<file path="config.mk">
export PLATFORM = sky130hd
export DESIGN_NAME = dev_bus_ctrl_flat
export DESIGN_NICKNAME = d
export VERILOG_FILES = /design/src/rtl/dev_bus_ctrl_pkg.sv /design/src/rtl/dev_bus_ctrl_if.sv /design/src/rtl/dev_bus_decode.sv /design/src/rtl/dev_bus_ctrl.sv /design/src/flat_wrapper.sv
export SDC_FILE = /design/constraint.sdc
export NUM_CORES = 1
export LEC_CHECK = 0
export BUFFER_PORTS_ARGS = -buffer_cell sky130_fd_sc_hd__buf_4
export CORE_AREA = 2 2 127 129
export CTS_CLUSTER_SIZE = 40
export DETAILED_ROUTE_END_ITERATION = 10
export DIE_AREA = 0 0 129 131
export PLACE_DENSITY = 0.65
export RECOVER_POWER = 100
export REMOVE_ABC_BUFFERS = 1
export SKIP_LAST_GASP = 1
export SYNTH_ARGS = -nofsm -noshare
export SYNTH_HDL_FRONTEND = slang
export SYNTH_SLANG_ARGS = --single-unit
</file>
<file path="constraint.sdc">
create_clock -name clk -period 2.05 [get_ports clk]
set_input_delay 0.1025 -clock clk [delete_from_list [all_inputs] [get_ports clk]]
set_output_delay 0.1025 -clock clk [all_outputs]
set_load 0.05 [all_outputs]
</file>
<file path="src/rtl/dev_bus_ctrl_pkg.sv">
// Shared definitions for the device bus controller: state encodings and generic
// control/status pin positions within each device's ctrl/stat word.
package dev_bus_ctrl_pkg;

   localparam logic [1:0] DB_STATE_IDLE     = 2'd0;
   localparam logic [1:0] DB_STATE_PRE      = 2'd1;
   localparam logic [1:0] DB_STATE_WAIT_ACK = 2'd2;
   localparam logic [1:0] DB_STATE_RESP     = 2'd3;

   typedef enum logic [1:0] {
      StIdle    = DB_STATE_IDLE,
      StPre     = DB_STATE_PRE,
      StWaitAck = DB_STATE_WAIT_ACK,
      StResp    = DB_STATE_RESP
   } db_state_e;

   // Bit positions inside a device's ctrl word (WRITE/READ) and stat word (ACK).
   localparam int unsigned WRITE_PIN = 0;
   localparam int unsigned READ_PIN  = 1;
   localparam int unsigned ACK_PIN   = 0;

endpackage

</file>
<file path="src/rtl/dev_bus_ctrl_if.sv">
// CPU request/response channel plus the shared device bus, bundled for dev_bus_ctrl.
// The master modport is the controller's view; slave is the CPU/device side.
interface dev_bus_ctrl_if #(
   parameter int unsigned WORD_WIDTH = 32,
   parameter int unsigned NUM_DEV    = 2
);

   logic                          req_valid;
   logic                          req_ready;
   logic                          req_write;
   logic [WORD_WIDTH-1:0]         req_addr;
   logic [WORD_WIDTH-1:0]         req_wdata;
   logic                          rsp_valid;
   logic [WORD_WIDTH-1:0]         rsp_rdata;
   logic                          rsp_err;
   logic [NUM_DEV*WORD_WIDTH-1:0] dev_ctrl;
   logic [NUM_DEV*WORD_WIDTH-1:0] dev_stat;
   logic [WORD_WIDTH-1:0]         addr;
   logic [WORD_WIDTH-1:0]         data_out;
   logic [WORD_WIDTH-1:0]         data_in;

   modport master (
      input  req_valid, req_write, req_addr, req_wdata, dev_stat, data_in,
      output req_ready, rsp_valid, rsp_rdata, rsp_err, dev_ctrl, addr, data_out
   );

   modport slave (
      output req_valid, req_write, req_addr, req_wdata, dev_stat, data_in,
      input  req_ready, rsp_valid, rsp_rdata, rsp_err, dev_ctrl, addr, data_out
   );

endinterface

</file>
<file path="src/rtl/dev_bus_decode.sv">
// Splits a request address into device index (top SEL_BITS) and in-device offset,
// and flags whether the index names an attached device.
module dev_bus_decode #(
   parameter int unsigned WORD_WIDTH = 32,
   parameter int unsigned NUM_DEV    = 2,
   parameter int unsigned SEL_BITS   = 4
) (
   input  logic [WORD_WIDTH-1:0] addr_i,
   output logic [SEL_BITS-1:0]   dev_idx_o,
   output logic [WORD_WIDTH-1:0] offset_o,
   output logic                  in_range_o
);

   assign dev_idx_o  = addr_i[WORD_WIDTH-1 -: SEL_BITS];
   assign offset_o   = {{SEL_BITS{1'b0}}, addr_i[WORD_WIDTH-SEL_BITS-1:0]};
   assign in_range_o = 32'(dev_idx_o) < NUM_DEV;

endmodule

</file>
<file path="src/rtl/dev_bus_ctrl.sv">
// Four-phase pin-handshake controller bridging CPU requests onto NUM_DEV devices.
// Optional ACK-wait timeout is enabled by defining DEV_BUS_TIMEOUT_EN.
module dev_bus_ctrl #(
   parameter int unsigned WORD_WIDTH     = 32,
   parameter int unsigned NUM_DEV        = 2,
   parameter int unsigned SEL_BITS       = 4,
   parameter int unsigned TIMEOUT_CYCLES = 1024
) (
   input  logic           clk,
   input  logic           rst,
   dev_bus_ctrl_if.master bus
);

   import dev_bus_ctrl_pkg::*;

   db_state_e             state_q, state_d;
   logic [SEL_BITS-1:0]   idx_q, idx_d;
   logic                  write_q, write_d;
   logic [WORD_WIDTH-1:0] addr_q, addr_d;
   logic [WORD_WIDTH-1:0] dout_q, dout_d;
   logic [WORD_WIDTH-1:0] rdata_q, rdata_d;
   logic                  err_q, err_d;

   logic [SEL_BITS-1:0]   dec_idx;
   logic [WORD_WIDTH-1:0] dec_offset;
   logic                  dec_in_range;
   logic [SEL_BITS-1:0]   ack_idx;
   logic                  ack;
   logic                  cnt_clr;
   logic                  timeout;
   logic [NUM_DEV*WORD_WIDTH-1:0] dev_ctrl;
   logic                  unused_stat;

   dev_bus_decode #(
      .WORD_WIDTH(WORD_WIDTH),
      .NUM_DEV   (NUM_DEV),
      .SEL_BITS  (SEL_BITS)
   ) u_decode (
      .addr_i    (bus.req_addr),
      .dev_idx_o (dec_idx),
      .offset_o  (dec_offset),
      .in_range_o(dec_in_range)
   );

   // Only the ACK bit of each status word is consumed.
   assign unused_stat = ^bus.dev_stat;

   // In IDLE the ACK of the device being requested decides PRE vs WAIT_ACK.
   assign ack_idx = (state_q == StIdle) ? dec_idx : idx_q;

   always_comb begin
      ack = 1'b0;
      for (int i = 0; i < NUM_DEV; i++) begin
         if (ack_idx == SEL_BITS'(i)) begin
            ack = bus.dev_stat[i*WORD_WIDTH + ACK_PIN];
         end
      end
   end

`ifdef DEV_BUS_TIMEOUT_EN
   localparam int unsigned CntW = (TIMEOUT_CYCLES > 1) ? $clog2(TIMEOUT_CYCLES) : 1;

   logic [CntW-1:0] cnt_q, cnt_d;

   assign timeout = (cnt_q == CntW'(TIMEOUT_CYCLES - 1));

   always_comb begin
      cnt_d = cnt_q;
      if (cnt_clr) begin
         cnt_d = '0;
      end else if (state_q == StPre || state_q == StWaitAck) begin
         cnt_d = cnt_q + CntW'(1);
      end
   end

   always_ff @(posedge clk) begin
      if (rst) begin
         cnt_q <= '0;
      end else begin
         cnt_q <= cnt_d;
      end
   end
`else
   localparam int unsigned unused_timeout = TIMEOUT_CYCLES;

   assign timeout = 1'b0;
`endif

   always_comb begin
      state_d = state_q;
      idx_d   = idx_q;
      write_d = write_q;
      addr_d  = addr_q;
      dout_d  = dout_q;
      rdata_d = rdata_q;
      err_d   = err_q;
      cnt_clr = 1'b0;
      unique case (state_q)
         StIdle: begin
            if (bus.req_valid) begin
               idx_d   = dec_idx;
               write_d = bus.req_write;
               addr_d  = dec_offset;
               dout_d  = bus.req_write ? bus.req_wdata : '0;
               cnt_clr = 1'b1;
               if (!dec_in_range) begin
                  state_d = StResp;
                  rdata_d = '0;
                  err_d   = 1'b1;
               end else if (ack) begin
                  state_d = StPre;
               end else begin
                  state_d = StWaitAck;
               end
            end
         end
         StPre: begin
            if (!ack) begin
               state_d = StWaitAck;
               cnt_clr = 1'b1;
            end else if (timeout) begin
               state_d = StResp;
               rdata_d = '0;
               err_d   = 1'b1;
            end
         end
         StWaitAck: begin
            // A real ACK wins over a timeout landing on the same edge.
            if (ack) begin
               state_d = StResp;
               rdata_d = write_q ? '0 : bus.data_in;
               err_d   = 1'b0;
            end else if (timeout) begin
               state_d = StResp;
               rdata_d = '0;
               err_d   = 1'b1;
            end
         end
         StResp: begin
            state_d = StIdle;
         end
         default: begin
            state_d = StIdle;
         end
      endcase
   end

   always_ff @(posedge clk) begin
      if (rst) begin
         state_q <= StIdle;
         idx_q   <= '0;
         write_q <= 1'b0;
         addr_q  <= '0;
         dout_q  <= '0;
         rdata_q <= '0;
         err_q   <= 1'b0;
      end else begin
         state_q <= state_d;
         idx_q   <= idx_d;
         write_q <= write_d;
         addr_q  <= addr_d;
         dout_q  <= dout_d;
         rdata_q <= rdata_d;
         err_q   <= err_d;
      end
   end

   always_comb begin
      dev_ctrl = '0;
      if (state_q == StWaitAck) begin
         for (int i = 0; i < NUM_DEV; i++) begin
            if (idx_q == SEL_BITS'(i)) begin
               dev_ctrl[i*WORD_WIDTH + WRITE_PIN] = write_q;
               dev_ctrl[i*WORD_WIDTH + READ_PIN]  = ~write_q;
            end
         end
      end
   end

   assign bus.dev_ctrl  = dev_ctrl;
   assign bus.req_ready = (state_q == StIdle);
   assign bus.rsp_valid = (state_q == StResp);
   assign bus.rsp_err   = err_q;
   assign bus.rsp_rdata = rdata_q;
   assign bus.addr      = addr_q;
   assign bus.data_out  = dout_q;

endmodule

</file>
<file path="src/flat_wrapper.sv">
// flat-port wrapper written by rule: the top's interface ports become plain ports
module dev_bus_ctrl_flat import dev_bus_ctrl_pkg::*;
#(
   parameter int unsigned WORD_WIDTH     = 32,
   parameter int unsigned NUM_DEV        = 2,
   parameter int unsigned SEL_BITS       = 4,
   parameter int unsigned TIMEOUT_CYCLES = 1024
)
  (clk, rst, bus_req_valid, bus_req_write, bus_req_addr, bus_req_wdata, bus_dev_stat, bus_data_in, bus_req_ready, bus_rsp_valid, bus_rsp_rdata, bus_rsp_err, bus_dev_ctrl, bus_addr, bus_data_out);
  dev_bus_ctrl_if #(.WORD_WIDTH(WORD_WIDTH), .NUM_DEV(NUM_DEV)) bus_i ();
  input  logic clk;
  input  logic rst;
  input wire logic [$bits(bus_i.req_valid)-1:0] bus_req_valid;
  input wire logic [$bits(bus_i.req_write)-1:0] bus_req_write;
  input wire logic [$bits(bus_i.req_addr)-1:0] bus_req_addr;
  input wire logic [$bits(bus_i.req_wdata)-1:0] bus_req_wdata;
  input wire logic [$bits(bus_i.dev_stat)-1:0] bus_dev_stat;
  input wire logic [$bits(bus_i.data_in)-1:0] bus_data_in;
  output wire logic [$bits(bus_i.req_ready)-1:0] bus_req_ready;
  output wire logic [$bits(bus_i.rsp_valid)-1:0] bus_rsp_valid;
  output wire logic [$bits(bus_i.rsp_rdata)-1:0] bus_rsp_rdata;
  output wire logic [$bits(bus_i.rsp_err)-1:0] bus_rsp_err;
  output wire logic [$bits(bus_i.dev_ctrl)-1:0] bus_dev_ctrl;
  output wire logic [$bits(bus_i.addr)-1:0] bus_addr;
  output wire logic [$bits(bus_i.data_out)-1:0] bus_data_out;
  assign bus_i.req_valid = bus_req_valid;
  assign bus_i.req_write = bus_req_write;
  assign bus_i.req_addr = bus_req_addr;
  assign bus_i.req_wdata = bus_req_wdata;
  assign bus_i.dev_stat = bus_dev_stat;
  assign bus_i.data_in = bus_data_in;
  assign bus_req_ready = bus_i.req_ready;
  assign bus_rsp_valid = bus_i.rsp_valid;
  assign bus_rsp_rdata = bus_i.rsp_rdata;
  assign bus_rsp_err = bus_i.rsp_err;
  assign bus_dev_ctrl = bus_i.dev_ctrl;
  assign bus_addr = bus_i.addr;
  assign bus_data_out = bus_i.data_out;
  dev_bus_ctrl #(.WORD_WIDTH(WORD_WIDTH), .NUM_DEV(NUM_DEV), .SEL_BITS(SEL_BITS), .TIMEOUT_CYCLES(TIMEOUT_CYCLES)) u_core (.clk(clk), .rst(rst), .bus(bus_i));
endmodule
</file>
== Word-level counts from Yosys, hierarchy flattened ==
Index checks and enable logic that the tools add are counted.

* Flip-flop bits (word level): 100
* Bits of input ports: 164
* Output and inout bits: 163
* Word-level logic and storage cells: 48

* Bitwise logic cells: 1
* Eq/ne operators: 9
* Mux-type cells: 23
* Reductions and logical operators: 7
* Order comparisons: 1

{| class="wikitable"
|+ Operators by type and width
! operator !! number
|-
| 32-bit 2-to-1 mux || 5
|-
| 32-bit case mux with 2 select lines || 1
|-
| 2-bit 2-to-1 mux || 9
|-
| 4-bit by 1-bit == test with 1-bit output (second input constant) || 2
|-
| 4-bit zero test || 2
|-
| 2-bit case mux with 4 select lines || 1
|-
| 2-bit inequality test (second input constant) || 3
|-
| 1-bit 2-to-1 mux || 5
|-
| 2-bit == test (second input constant) || 2
|-
| 4-bit by 2-bit < comparator with 1-bit output (second input constant) || 1
|-
| 4-bit 2-to-1 mux || 1
|-
| 4-bit AND reduction || 1
|-
| 3-bit AND reduction || 1
|-
| 2-bit by 1-bit == test with 1-bit output (second input constant) || 1
|-
| 2-bit zero test || 1
|-
| 2-bit by 1-bit inequality test with 1-bit output (second input constant) || 1
|-
| 1-bit case mux with 2 select lines || 1
|-
| 2-bit AND reduction || 1
|-
| 2-bit nonzero test || 1
|-
| 1-bit inverter || 1
|}

== Longest topological paths before layout ==
* Depth in word-level cells: 9
* Mapped depth: 10
* Depth with buffers taken out: 7

== By module ==
From an unflattened synthesis, not the netlist that was laid out.

* Cells, all modules: 527
* Area total of the unflattened synthesis: 4553.1 um^2

{| class="wikitable"
|+ Modules (own cells, without submodules)
! module !! cells an instance !! area each (um^2) !! times used
|-
| dev_bus_ctrl || 489 || 4269.1 || 1
|-
| dev_bus_decode || 38 || 284.0 || 1
|}

== Least setup slack after synthesis ==
No wires, ideal clock.

* Kind: register -> register
* Start point: reg u_core.state_q[1]
* End point: reg u_core.state_q[0]
* Buffers on the path: 1
* Clock period less this slack: 2.641 ns
* Arrival time: 2.570 ns
* Setup slack: -0.591 ns
* Library setup time: 0.070 ns
* Stages on the path, launching flop included: 9
* Cells stage by stage: dfxtp_1 -> inv_1 -> ha_1 -> buf_6 -> mux2i_1 -> mux2i_1 -> mux2_4 -> or4_1 -> a21oi_1

* Word-level cells in the longest chain between the ends: 9
* Elaborated cells between the ends (all ways): 17
* Those cells by class: 7 x eq/ne; 7 x mux; 3 x reduce/logical

{| class="wikitable"
|+ Ends and longest elaborated chain
! element !! line !! source
|-
| from (decl) || dev_bus_ctrl.sv:16 || <nowiki>db_state_e state_q, state_d;</nowiki>
|-
| from (signal assigned) || dev_bus_ctrl.sv:150 || <nowiki>state_q <= StIdle;</nowiki>
|-
| from (signal assigned) || dev_bus_ctrl.sv:158 || <nowiki>state_q <= state_d;</nowiki>
|-
| 2-bit zero test * || - ||
|-
| named net bus_req_ready || flat_wrapper.sv:19 || <nowiki>output wire logic [$bits(bus_i.req_ready)-1:0] bus_req_ready;</nowiki>
|-
| 4-bit 2-to-1 mux || dev_bus_ctrl.sv:49 || <nowiki>assign ack_idx = (state_q == StIdle) ? dec_idx : idx_q;</nowiki>
|-
| 4-bit zero test || dev_bus_ctrl.sv:54 || <nowiki>if (ack_idx == SEL_BITS'(i)) begin</nowiki>
|-
| 1-bit 2-to-1 mux (2 in series) || dev_bus_ctrl.sv:54 ||
|-
| 2-bit 2-to-1 mux || dev_bus_ctrl.sv:110 || <nowiki>end else if (ack) begin</nowiki>
|-
| 2-bit 2-to-1 mux || dev_bus_ctrl.sv:106 || <nowiki>if (!dec_in_range) begin</nowiki>
|-
| 2-bit 2-to-1 mux || dev_bus_ctrl.sv:100 || <nowiki>if (bus.req_valid) begin</nowiki>
|-
| 2-bit case mux with 4 select lines || dev_bus_ctrl.sv:98 || <nowiki>unique case (state_q)</nowiki>
|}

The timed path passes the listed nets; every way through them passes the cells marked *. The select of a mux whose other input is x is not followed.
A chain may end at the register's enable or synchronous reset.

== Worst setup path after layout ==
* Start point: reg u_core.state_q[0]
* End point: reg u_core.state_q[0]

* Word-level cells in the longest chain between the ends: 9
* Elaborated cells between the ends (all ways): 17
* Those cells by class: 7 x eq/ne; 7 x mux; 3 x reduce/logical

{| class="wikitable"
|+ Ends and longest elaborated chain
! element !! line
|-
| 2-bit zero test || dev_bus_ctrl.sv:49, dev_bus_ctrl.sv:98
|-
| 4-bit 2-to-1 mux || dev_bus_ctrl.sv:49
|-
| 4-bit zero test || dev_bus_ctrl.sv:54
|-
| 1-bit 2-to-1 mux (2 in series) || dev_bus_ctrl.sv:54
|-
| 2-bit 2-to-1 mux || dev_bus_ctrl.sv:110
|-
| 2-bit 2-to-1 mux || dev_bus_ctrl.sv:106
|-
| 2-bit 2-to-1 mux || dev_bus_ctrl.sv:100
|-
| 2-bit case mux with 4 select lines || dev_bus_ctrl.sv:98
|}

Parallel ways exist; a longest one is shown, timed or not. The select of a mux whose other input is x is not followed.

==> summary.md <==
| Metric | Value |
|---|---|
| Status | finished clean |
| Max-cap violations | 0 |
| WP depth | 7 |
| Async SR Flop Fraction | 0% |
| Worst reg2reg path startpoint | u_core.state_q[0] |
| Final Slew Violations | 0 |
| Worst-Margin Slew | about 0.8 ns |
| Achievable Freq | between 400 and 500 MHz |
| Clk slew on worst S/H paths | roughly 0.070 ns |
| Post-synthesis xor/xnor area fraction | 0% |
| Area Overhead vs Synth | 43.34% |
| Pre-CTS setup slack | -0.07475 ns |
| Starting Density | 27.84% |
| Reg2Reg Depth | 7 |
| H-tree levels | 3 |
| Pin count of the biggest net entering global routing | between 60 and 70 |
| Avg Vias per Cell | 4.228 |
| Worst Path Required | 2.33 ns |
| Global Route Usage Sum | 13.91% |
| Maximum vdd drop | about 0.56 mV |
| Crit path time final | just over 2 ns |
| Post-Route WL | roughly 12 mm |
| DRT Pass-1 Iters | 4 |
| # fillers | between 1500 and 2000 |
| Later-pin clock latency in the skew report | about 0.35 ns |
| Initial antenna violation count | 0 |
| Drt drc | 0 |
| Distinct cell type count after synthesis | 29 |
| Critical path class | flip-flop to flip-flop |
| Commonest non-fill, non-tap cell in the layout | nand2_1 |
| Critical Path, Cell by Cell | inv_2, ha_4, mux2i_1, mux2i_1, mux2_4, or4_1, a21oi_1 |
| Die width | ~130 um |
| CTS Root Cell | clkbuf_16 |
| Final worst path period share | ~100% |
| Synthesized area per cell | between 7 and 8 um2 |
| Core Footprint | around 16000 um2 |
| Final setup margin | 0.003425 ns |
| Setup TNS | 0 ns |
| Worst Skew | between 0.009 and 0.01 ns |
| Top-Level Pins | 327 |
| Final Hold Vio Count | 0 |
| Placer Congestion | between 0.7 and 0.8 |
| Number of enable flip-flop cells after synthesis | 0 |
| Critical Path Source | u_core.state_q[0] |
| Hold Path Class | input port to flip-flop |
| Buffers added on ports | 200 |
| Crit path launch type | flip-flop |
| Chip height | between 100 and 150 um |
| Share of cells above drive strength 1 | a little under 20% |
| Mapped Area | 4342 um2 |
| Worst reg-to-reg setup slack | 0.003 ns |
| Critical Path Fanout Max | 4 |
| Power Density | 1118 nW/um2 |
| Worst Path Arrival | ~2.3 ns |
| Max transition margin | 47.48% |
| R2r endpoint | u_core.state_q[0] |
| Critical path's largest stage delay | about 0.47 ns |
| Clock sinks | 100 |
| Warnings, synthesis | 0 |
| CTS tree | done |
| P_leak | between 2 and 2.5 nW |
| Most used DFF post-synth | dfxtp_1 |
| Cells after synthesis | about 550 |
| CP bufs+invs | 1 |
| N_diodes | 0 |
| Vias in the first global route | ~3800 |
| Crit path max-delay family | multiplexers |
| Mux share of post-synthesis cell area | under 10% |
| Die area | between 15000 and 20000 um2 |
| Initial DRC count | around 120 |
| Post-synthesis register bit count | 100 |
| Commonest non-fill, non-tap cells in the layout | nand2_1 (133), buf_4 (120), a21oi_1 (99) |
| Grt total ovfl | 0 |
| Synth Area in Simple Gates | 23.20% |
| Slowest cell on the critical path | or4_1 |
| Crit-path most repeated cell | mux2i_1 |
| Final setup viols | 0 |
| Post-synthesis adder-cell area fraction | under 10% |
| Worst Setup EP | u_core.state_q[0] |
| Vias | ~4200 |
| Post-synthesis compound-gate area fraction | approximately 13% |
| CP Capture Type | flip-flop |
| First-pass GRT wire length | about 18 mm |
| Nets | 933 |
| TritonCTS buffer count | 9 |
| HPWL Detailed | 8.140 mm |
| Main combinational cell family by area after synthesis | simple AND/OR/NAND/NOR gates |
| Worst hold path cell count | 3 |
| Drt wl/cell | between 10 and 15 um |
| Seq/Total Area, Yosys | between 40% and 50% |
| Post-route ant nets | 0 |
| Post-layout util | between 30% and 40% |
| Num rows | between 40 and 50 |
| RSZ-0062 raised after global routing | yes |
| CTS max path bufs | 2 |
[flip-flops by register name, summed over array words and instances (netlist names)]
signal / flops
u_core.write_q: 1
u_core.bus.addr: 28
u_core.bus.rsp_rdata: 32
u_core.idx_q: 4
u_core.state_q: 2
u_core.bus.rsp_err: 1
u_core.bus.data_out: 32
[power by group]
part / switching [W] / total, W / internal (W)
Sequential: 0.000116 / 0.00230 / 0.00218
Combinational: 0.00204 / 0.00288 / 0.000842
Clock: 0.000763 / 0.00178 / 0.00102
[metal layers]
| layer | vias to the layer above | track usage [%] | share of wire (%) |
|---|---|---|---|
| li1 | 2109 | - | - |
| met3 | 14 | 4.805 | 8.7 |
| met4 | 0 | 5.946 | 1.9 |
| met2 | 171 | 23.12 | 46 |
| met5 | - | 0 | 0 |
| met1 | 1871 | 16.40 | 43 |
[cells by family after synthesis]
family,count (synthesis)
AO/OA/AOI/OAI,108
adder cells (fa/ha/maj),5
buffers and inverters,110
flip-flops,100
multiplexers,4
other,1
AND/OR/NAND/NOR,217
[how the worst min path moves through the flow]
stage          slack, ns               from                      end
4_1_cts            0.009  bus_req_wdata[14]  u_core.bus.data_out[14]
5_1_grt             0.02  bus_req_wdata[25]  u_core.bus.data_out[25]
6_report            0.02   bus_req_addr[20]      u_core.bus.addr[20]
3_3_place_gp        0.35    bus_req_addr[6]       u_core.bus.addr[6]
2_1_floorplan       0.17                rst       u_core.bus.addr[0]
3_5_place_dp        0.36    bus_req_addr[6]       u_core.bus.addr[6]
[timing repair]
action / CTS / global route
hold buffers: 31 / 0
hold endpoints to repair: 31 / 0
setup buffers: 0 / 2
setup endpoints to repair: 3 / 10
gates resized for setup: 5 / 5
pin swaps: 2 / 4
[layout make-up]
| class | instances | area (um2) | share of cell area, % |
|---|---|---|---|
| Multi-Input combinational cell | 398 | 1967 | 31.60 |
| Clock inverter | 5 | 58.81 | 0.9449 |
| Inverter | 4 | 15.01 | 0.2413 |
| Timing Repair Buffer | 251 | 1655 | 26.60 |
| Clock buffer | 11 | 252.7 | 4.061 |
| Sequential cell | 100 | 2004 | 32.21 |
| Tap cell | 216 | 270.3 | 4.343 |
[cells in the mapped netlist (2+ instances only)]
master | count | area share (%)
nand2_1 | 134 | 12
a21oi_1 | 100 | 12
dfxtp_1 | 100 | 46
buf_4 | 64 | 11
clkbuf_1 | 39 | 3.4
nand3_1 | 32 | 3.7
nand3b_1 | 32 | 5.5
nor3_1 | 6 | 0.69
ha_1 | 5 | 1.4
nor2_1 | 5 | 0.43
inv_1 | 4 | 0.35
mux2i_1 | 3 | 0.69
buf_1 | 2 | 0.17
o31ai_1 | 2 | 0.35
or3_1 | 2 | 0.29
or4_1 | 2 | 0.35
[through the flow]
stage / cells / instance area, um2 / hold WS [ns] / power (W)
floorplan: 502 / 3933 / 0.1716 / 0.004221
global placement: 936 / 5918 / 0.3482 / 0.005336
detailed placement: 936 / 5918 / 0.3573 / 0.005337
CTS: 983 / 6555 / 0.008561 / 0.007210
global route: 985 / 6223 / 0.01544 / 0.007356
finish: 985 / 6223 / 0.02423 / 0.006956
[worst register-to-register path, delay by kind of cell, from the launching register on]
| kind | cells | cell delay, ns |
|---|---|---|
| muxes | 3 | 0.83 |
| and+or+nand+nor | 1 | 0.47 |
| DFF | 1 | 0.32 |
| adders and majority gates | 1 | 0.14 |
| AOI/OAI and AO/OA | 1 | 0.14 |
| buffers and inverters | 1 | 0.07 |
No activity file was read; power rests on OpenSTA's default activity.
